`src/rtl/alu_pkg.sv`:
```
// Shared definitions for the ALU and the command sequencer.
// Covers opcodes, class-flag bit positions and the sequencer FSM encoding.
package alu_pkg;

   localparam logic [3:0] OP_ADD    = 4'b0000;
   localparam logic [3:0] OP_SUB    = 4'b0001;
   localparam logic [3:0] OP_MUL    = 4'b0010;
   localparam logic [3:0] OP_DIV    = 4'b0011;
   localparam logic [3:0] OP_AND    = 4'b0100;
   localparam logic [3:0] OP_OR     = 4'b0101;
   localparam logic [3:0] OP_XOR    = 4'b0110;
   localparam logic [3:0] OP_NOT    = 4'b0111;
   localparam logic [3:0] OP_CMP_EQ = 4'b1000;
   localparam logic [3:0] OP_CMP_NE = 4'b1001;
   localparam logic [3:0] OP_CMP_LT = 4'b1010;
   localparam logic [3:0] OP_CMP_GT = 4'b1011;
   localparam logic [3:0] OP_SHR    = 4'b1100;
   localparam logic [3:0] OP_ROR    = 4'b1101;
   localparam logic [3:0] OP_SHL    = 4'b1110;
   localparam logic [3:0] OP_RSVD   = 4'b1111;

   localparam int unsigned FLAG_ARITH = 0;
   localparam int unsigned FLAG_LOGIC = 1;
   localparam int unsigned FLAG_CMP   = 2;
   localparam int unsigned FLAG_SHIFT = 3;

   typedef enum logic [1:0] {
      StIdle  = 2'b00,
      StIssue = 2'b01,
      StCapt  = 2'b10,
      StResp  = 2'b11
   } seq_state_e;

   // Commands the sequencer answers locally instead of issuing to the ALU.
   function automatic logic is_bad_cmd(input logic [3:0] func, input logic b_is_zero);
      return (func == OP_RSVD) || ((func == OP_DIV) && b_is_zero);
   endfunction

endpackage

```
`src/rtl/alu_cmd_sequencer.sv`:
```
// Command sequencer in front of a registered ALU: issues one operation at a time,
// captures the result and returns a tagged response with error screening.
module alu_cmd_sequencer
   import alu_pkg::*;
#(
   parameter int unsigned N     = 16,
   parameter int unsigned TAG_W = 4,
   parameter int unsigned CNT_W = 16
) (
   input  logic             clk,
   input  logic             rst_n,
   input  logic             cmd_valid,
   output logic             cmd_ready,
   input  logic [N-1:0]     cmd_a,
   input  logic [N-1:0]     cmd_b,
   input  logic [3:0]       cmd_func,
   input  logic [TAG_W-1:0] cmd_tag,
   output logic [N-1:0]     alu_a,
   output logic [N-1:0]     alu_b,
   output logic [3:0]       alu_func,
   input  logic [N-1:0]     alu_out,
   input  logic             alu_carry,
   input  logic [3:0]       alu_flags,
   output logic             rsp_valid,
   input  logic             rsp_ready,
   output logic [N-1:0]     rsp_data,
   output logic             rsp_carry,
   output logic [3:0]       rsp_flags,
   output logic             rsp_err,
   output logic [TAG_W-1:0] rsp_tag,
   output logic [CNT_W-1:0] op_count,
   output logic [CNT_W-1:0] err_count
);

   seq_state_e state_q, state_d;

   logic [N-1:0]     alu_a_q, alu_b_q;
   logic [3:0]       alu_func_q;
   logic [N-1:0]     rsp_data_q;
   logic             rsp_carry_q;
   logic [3:0]       rsp_flags_q;
   logic             rsp_err_q;
   logic [TAG_W-1:0] rsp_tag_q;
   logic [CNT_W-1:0] op_count_q, err_count_q;

   logic bad_cmd;
   logic load_issue;
   logic load_bad;
   logic load_capt;
   logic rsp_done;

   assign bad_cmd = is_bad_cmd(cmd_func, cmd_b == '0);

   always_comb begin
      state_d    = state_q;
      load_issue = 1'b0;
      load_bad   = 1'b0;
      load_capt  = 1'b0;
      rsp_done   = 1'b0;
      case (state_q)
         StIdle: begin
            if (cmd_valid) begin
               if (bad_cmd) begin
                  load_bad = 1'b1;
                  state_d  = StResp;
               end else begin
                  load_issue = 1'b1;
                  state_d    = StIssue;
               end
            end
         end
         StIssue: state_d = StCapt;
         StCapt: begin
            load_capt = 1'b1;
            state_d   = StResp;
         end
         StResp: begin
            if (rsp_ready) begin
               rsp_done = 1'b1;
               state_d  = StIdle;
            end
         end
         default: state_d = StIdle;
      endcase
   end

   always_ff @(posedge clk) begin
      if (!rst_n) begin
         state_q <= StIdle;
      end else begin
         state_q <= state_d;
      end
   end

   // ALU operand registers are only written on a good accept, so a screened
   // command leaves the ALU inputs untouched.
   always_ff @(posedge clk) begin
      if (!rst_n) begin
         alu_a_q    <= '0;
         alu_b_q    <= '0;
         alu_func_q <= '0;
      end else if (load_issue) begin
         alu_a_q    <= cmd_a;
         alu_b_q    <= cmd_b;
         alu_func_q <= cmd_func;
      end
   end

   always_ff @(posedge clk) begin
      if (!rst_n) begin
         rsp_data_q  <= '0;
         rsp_carry_q <= 1'b0;
         rsp_flags_q <= '0;
         rsp_err_q   <= 1'b0;
         rsp_tag_q   <= '0;
      end else if (load_bad) begin
         rsp_data_q  <= '1;
         rsp_carry_q <= 1'b0;
         rsp_flags_q <= '0;
         rsp_err_q   <= 1'b1;
         rsp_tag_q   <= cmd_tag;
      end else if (load_issue) begin
         rsp_tag_q   <= cmd_tag;
      end else if (load_capt) begin
         rsp_data_q  <= alu_out;
         rsp_carry_q <= alu_carry;
         rsp_flags_q <= alu_flags;
         rsp_err_q   <= 1'b0;
      end
   end

   // Statistics stick at all-ones rather than wrapping.
   always_ff @(posedge clk) begin
      if (!rst_n) begin
         op_count_q  <= '0;
         err_count_q <= '0;
      end else if (rsp_done) begin
         if (rsp_err_q) begin
            if (err_count_q != '1) err_count_q <= err_count_q + 1'b1;
         end else begin
            if (op_count_q != '1) op_count_q <= op_count_q + 1'b1;
         end
      end
   end

   assign cmd_ready = (state_q == StIdle);
   assign rsp_valid = (state_q == StResp);
   assign alu_a     = alu_a_q;
   assign alu_b     = alu_b_q;
   assign alu_func  = alu_func_q;
   assign rsp_data  = rsp_data_q;
   assign rsp_carry = rsp_carry_q;
   assign rsp_flags = rsp_flags_q;
   assign rsp_err   = rsp_err_q;
   assign rsp_tag   = rsp_tag_q;
   assign op_count  = op_count_q;
   assign err_count = err_count_q;

endmodule

```
`config.mk`:
```
export PLATFORM = sky130hd
export DESIGN_NAME = alu_cmd_sequencer
export DESIGN_NICKNAME = d
export VERILOG_FILES = /design/src/rtl/alu_pkg.sv /design/src/rtl/alu_cmd_sequencer.sv
export SDC_FILE = /design/constraint.sdc
export NUM_CORES = 1
export LEC_CHECK = 0
export CAP_MARGIN = 20
export CELL_PAD_IN_SITES_DETAIL_PLACEMENT = 1
export CELL_PAD_IN_SITES_GLOBAL_PLACEMENT = 1
export CORE_UTILIZATION = 35
export CTS_BUF_LIST = sky130_fd_sc_hd__clkbuf_16
export DETAILED_ROUTE_END_ITERATION = 8
export GPL_TIMING_DRIVEN = 0
export PLACE_DENSITY_LB_ADDON = 0.1
export SLEW_MARGIN = 10
export SYNTH_ARGS = -nofsm -noshare
export SYNTH_HDL_FRONTEND = slang
export SYNTH_SLANG_ARGS = --single-unit
```
`constraint.sdc`:
```
create_clock -name clk -period 5.7 [get_ports clk]
set_clock_uncertainty 0.2 [all_clocks]
set_input_delay 0.855 -clock clk [delete_from_list [all_inputs] [get_ports clk]]
set_output_delay 0.855 -clock clk [all_outputs]
set_load 0.02 [all_outputs]
```
==> Word-level counts from Yosys, hierarchy flattened <==
Index checks and enable logic that the tools add are counted.
{ "op_classes": {"add_sub_neg": 2, "eq_ne": 10, "n_mux": 21, "n_bitwise": 3, "reduce_logical": 12} }
{ "op_table": {"columns": ["op", "count"], "rows": [
  ["$mux W16", 3],
  ["$add A16 B1 Y16 const B", 2],
  ["$ne A16 B16 Y1 const B", 2],
  ["$logic_not A16 Y1", 1],
  ["$mux W1", 12],
  ["$mux W4", 2],
  ["$pmux W2 S4", 1],
  ["$mux W2", 3],
  ["$reduce_and A2 Y1", 3],
  ["$reduce_and A3 Y1", 2],
  ["$eq A2 B2 Y1 const B", 2],
  ["$eq A4 B2 Y1 const B", 1],
  ["$eq A4 B4 Y1 const B", 1],
  ["$ne A2 B1 Y1 const B", 2],
  ["$reduce_bool A2 Y1", 2],
  ["$not A1 Y1", 3],
  ["$eq A2 B1 Y1 const B", 1],
  ["$logic_not A2 Y1", 1],
  ["$ne A2 B2 Y1 const B", 1],
  ["$reduce_or A2 Y1", 1],
  ["$logic_and A1 B1 Y1", 1],
  ["$logic_or A1 B1 Y1", 1]
]} }
{ "totals": {"regBits": 96, "inputBits": 65, "word_cells": 59} }

==> Logic depth before layout (Yosys ltp) <==
{ "depth": {"word_depth": 8, "depth_mapped": 8} }

==> Worst setup path before layout <==
No wires, ideal clock.
{ "synth_path": {"path_kind": "input port to flip-flop", "from": "input cmd_b[8]", "to": "register alu_a_q[0], in the netlist alu_a[0]", "setup_time_ps": 118, "t_arrival_ps": 2031, "required_ps": 5382, "path_slack_ps": 3351, "stages": 6, "path_cell_list": "or4_4 nor3_4 a21oi_2 buf_6 buf_12 mux2i_1"} }
{ "synth_via": {"elab_chain_cells": 6} }
{ "synth_rtl": {"columns": ["element", "line", "rtl"], "rows": [
  ["start, declared", "alu_cmd_sequencer.sv:15", "input logic [N-1:0] cmd_b,"],
  ["$logic_not A16 Y1", "alu_cmd_sequencer.sv:52", "assign bad_cmd = is_bad_cmd(cmd_func, cmd_b == '0);"],
  ["$logic_and A1 B1 Y1", "alu_pkg.sv:36", "return (func == OP_RSVD) || ((func == OP_DIV) && b_is_zero);"],
  ["$logic_or A1 B1 Y1", "alu_pkg.sv:36", null],
  ["$mux W1", "alu_cmd_sequencer.sv:63", "if (bad_cmd) begin"],
  ["$mux W1", "alu_cmd_sequencer.sv:62", "if (cmd_valid) begin"],
  ["$mux W1", "alu_cmd_sequencer.sv:60", "case (state_q)"],
  ["end signal, assigned", "alu_cmd_sequencer.sv:103", "alu_a_q <= cmd_a;"],
  ["end, declared", "alu_cmd_sequencer.sv:37", "logic [N-1:0] alu_a_q, alu_b_q;"]
]} }
Every way passes these cells.
A chain may end at the register's enable or synchronous reset.

==> Worst setup path after layout <==
{ "layout_path": {"from": "register state_q[0]", "to": "output cmd_ready"} }
{ "layout_via": {"elab_chain_cells": 1} }
{ "layout_rtl": {"columns": ["element", "line", "rtl"], "rows": [
  ["start, declared", "alu_cmd_sequencer.sv:35", "seq_state_e state_q, state_d;"],
  ["start signal, assigned", "alu_cmd_sequencer.sv:89", "state_q <= StIdle;"],
  ["start signal, assigned", "alu_cmd_sequencer.sv:91", "state_q <= state_d;"],
  ["$logic_not A2 Y1", "alu_cmd_sequencer.sv:146", "assign cmd_ready = (state_q == StIdle);"],
  ["end, declared", "alu_cmd_sequencer.sv:13", "output logic cmd_ready,"]
]} }
Every way passes these cells.

==> results.toml <==
[placement]
io_buffer_count = 159
gp_congestion = 0.8323
dpl.hpwl_mm = 10.61
pre_cts_slack_ns = 2.594

[timing]
hold_viol = 0
fin_crit_sh_pct = 48.05
rsz0062_at_grt = "false"
finalHoldWorstSlack_ns = 0.2564
setup_tns_ns = 0
post-route-min-period_ns = 2.739
final_max_slew_viol_count = 0
tightest_slew_ns = 0.6055
layout_setup_ws_ns = 2.961
finalSetupViolCount = 0
relSlewSlack_pct = 58.99
max_freq_mhz = 365.1

[clock_tree]
post_cts_resize_count = 0
cts_buffers = 9
clock-sinks = 96
clk-insertion-delay-late_ns = 0.34
cts_hold_buf = 0
cts-root-buf = "clkbuf_16"
clockBufferDepth = 2
postCtsSetupRepairBufs = 0
cts_tree = "yes"
path_clk_slew_ns = 0.06
h-tree-depth = 3

[drt]
drtIter0Drc = 175
vias = 4393
route.detailed.drc = 0
drtAntennaViolNets = 0
routedWlPerCell_um = 16.19
via_per_inst = 5.156
drt-total-wl_mm = 13.80
drtPass1Iterations = 4

[synth]
syn_inst = 510
async_reset_ff_share_pct = 0
yosys.cell_types.count = 55
ys_seq_area_share_pct = 43.75
yosys_warnings = 0
synth_fp_nets = 580
synth_edf_count = 0
synth_flop_cell = "dfxtp_1"
synth_area_um2 = 4393
ys_seq_elements = 96
syn_area_per_cell_um2 = 8.614

[min_path]
worstHoldStart = "alu_a[14]"
whs_endpoint = "alu_a[14]"
min_path_cells = 2
hold_path_class = "flop to flop"

[layout]
finalNetCount = 750
syn_to_final_growth_pct = 46.77
antenna_cells = 0
fillers = 1459
drive_gt1_share_pct = 4.825

[global_route]
antenna_found_initial = 0
grt_pass1_vias = 4475
grt-ovfl-total = 0
grt_pass1_wl_mm = 22.13
grt_usage_pct = 21.66
grt_max_degree = 15

[worst_setup_path]
crit_path_max_fanout = 6
reg2reg_to = "rsp_data[9]"
crit_type = "flop to output pin"
cp_top_family = "buffers and inverters"
crit_arrival_ns = 1.68
crit_buf_inv = 2
end_kind = "output pin"
ff2ff_path_depth = 7
slowest_delay_ns = 0.67
rrSetupSlack_ns = 3.37
crit_slowest_cell = "clkdlybuf4s50_1"
rr_startpoint = "state_q[1]"
cp.required_ns = 4.64
cp-start-kind = "flop"
crit_chain = "inv_1 -> ha_1 -> clkdlybuf4s50_1"

[floorplan]
die_w_um = 114.0
rows = 40
initial_core_util_pct = 36.27
coreArea_um2 = 12110
io_pins = 161
die_y_um = 114.0
die_area_um2 = 13000

[pwr]
p_leak_nw = 2.290
peakVddDrop_mv = 0.1539
powerDensity_nw_per_um2 = 338.9

[flow_run]
drv_cap = 0

[run_status]
status = "complete, no violations"
-- through the flow --
step,instance area [µm²],utilization [%],std cells,power (W)
after floorplan,4393,-,510,0.001311
after global placement,6195,51.15,837,0.001635
after detailed placement,6195,51.15,837,0.001665
after CTS,6447,53.23,852,0.002216
final,6447,53.23,852,0.002185
after global routing,6447,53.23,852,0.002303
-- logic make-up (layout without fill, tap and decap cells) --
| logic type | after synthesis | in the layout | synth area share (%) |
|---|---|---|---|
| and+or+nand+nor | 222 | 222 | 24.52 |
| DFF | 96 | 96 | 43.75 |
| AOI/OAI and AO/OA | 94 | 94 | 13.42 |
| muxes | 53 | 53 | 12.08 |
| buffers and inverters | 40 | 214 | 4.813 |
| adders and majority gates | 5 | 5 | 1.424 |
-- state kept, by name, summed over array words and instances, names as in the netlist --
name       count
rsp_tag        4
rsp_flags      4
op_count      16
alu_a         16
alu_func       4
rsp_data      16
rsp_err        1
alu_b         16
rsp_carry      1
err_count     16
state_q        2
-- cell type report --
class,instances,area (µm²),area share [%]
Multi-Input combinational cell,374,2260,35.05
Sequential cell,96,1922,29.81
Timing Repair Buffer,159,1592,24.68
Clock buffer,9,225.2,3.493
Tap cell,168,210.2,3.260
Buffer,30,173.9,2.697
Inverter,10,37.54,0.5822
Clock inverter,6,27.53,0.4269
-- how the worst max path moves through the flow --
stage,startpoint,to,slack (ns),depth (start not counted)
floorplan,cmd_b[8],alu_a[0],3.35,6
global placement,rsp_ready,err_count[15],2.64,6
detailed placement,rsp_ready,err_count[15],2.59,6
CTS,state_q[0],cmd_ready,2.94,3
global route,state_q[1],cmd_ready,2.86,3
finish,state_q[0],cmd_ready,2.96,3
-- routing by layer --
| metal | part of all wire (%) | routed length (µm) | global-route usage, % | vias up |
|---|---|---|---|---|
| met3 | 7.8 | 1075 | 6.801 | 15 |
| met5 | 0 | 0 | 0 | - |
| li1 | - | - | - | 2136 |
| met1 | 43 | 5961 | 25.37 | 2116 |
| met2 | 47 | 6540 | 36.93 | 126 |
| met4 | 1.6 | 217 | 8.225 | 0 |
-- tightest hold or removal path: cells and delay by family (launching register included) --
| kind | cells | cell delay, ns |
|---|---|---|
| mux | 1 | 0.05 |
| flops | 1 | 0.31 |
| simple gates | 1 | 0.05 |
-- cell usage in the layout, fill, tap and decap left out, types with 4 or more instances in the layout --
| cell type | instances |
|---|---|
| nor3_1 | 7 |
| mux2i_1 | 53 |
| inv_1 | 9 |
| o41ai_1 | 4 |
| nor4_1 | 5 |
| clkinv_2 | 4 |
| nand2_1 | 118 |
| a32o_1 | 5 |
| nand4_1 | 9 |
| clkdlybuf4s50_1 | 159 |
| ha_1 | 5 |
| nand2b_1 | 14 |
| dfxtp_1 | 96 |
| buf_2 | 4 |
| clkbuf_16 | 9 |
| a211oi_1 | 9 |
| o21ai_0 | 20 |
| a21oi_1 | 36 |
| and3_1 | 10 |
| nor2_1 | 22 |
| clkbuf_1 | 22 |
| nand3_1 | 10 |
-- power breakdown --
| part | total [W] | switching, W | internal (W) |
|---|---|---|---|
| Clock | 0.000544 | 0.000256 | 0.000287 |
| Combinational | 0.000801 | 0.000417 | 0.000384 |
| Sequential | 0.000840 | 0.0000595 | 0.000781 |
| Total | 0.00218 | 0.000732 | 0.00145 |
-- synth_stat cells, types with 4 or more instances --
| cell type | count | area [µm²] |
|---|---|---|
| nand2_1 | 118 | 442.9 |
| dfxtp_1 | 96 | 1922 |
| mux2i_1 | 53 | 530.5 |
| a21oi_1 | 36 | 180.2 |
| clkbuf_1 | 22 | 82.58 |
| nor2_1 | 22 | 82.58 |
| o21ai_0 | 20 | 100.1 |
| nand2b_1 | 14 | 87.58 |
| and3_1 | 10 | 62.56 |
| nand3_1 | 10 | 50.05 |
| a211oi_1 | 9 | 67.56 |
| inv_1 | 9 | 33.78 |
| nand4_1 | 9 | 56.30 |
| nor3_1 | 7 | 35.03 |
| a32o_1 | 5 | 50.05 |
| ha_1 | 5 | 62.56 |
| nor4_1 | 5 | 31.28 |
| buf_2 | 4 | 20.02 |
| o41ai_1 | 4 | 35.03 |
Note: power is estimated with default switching activity, not from simulation.
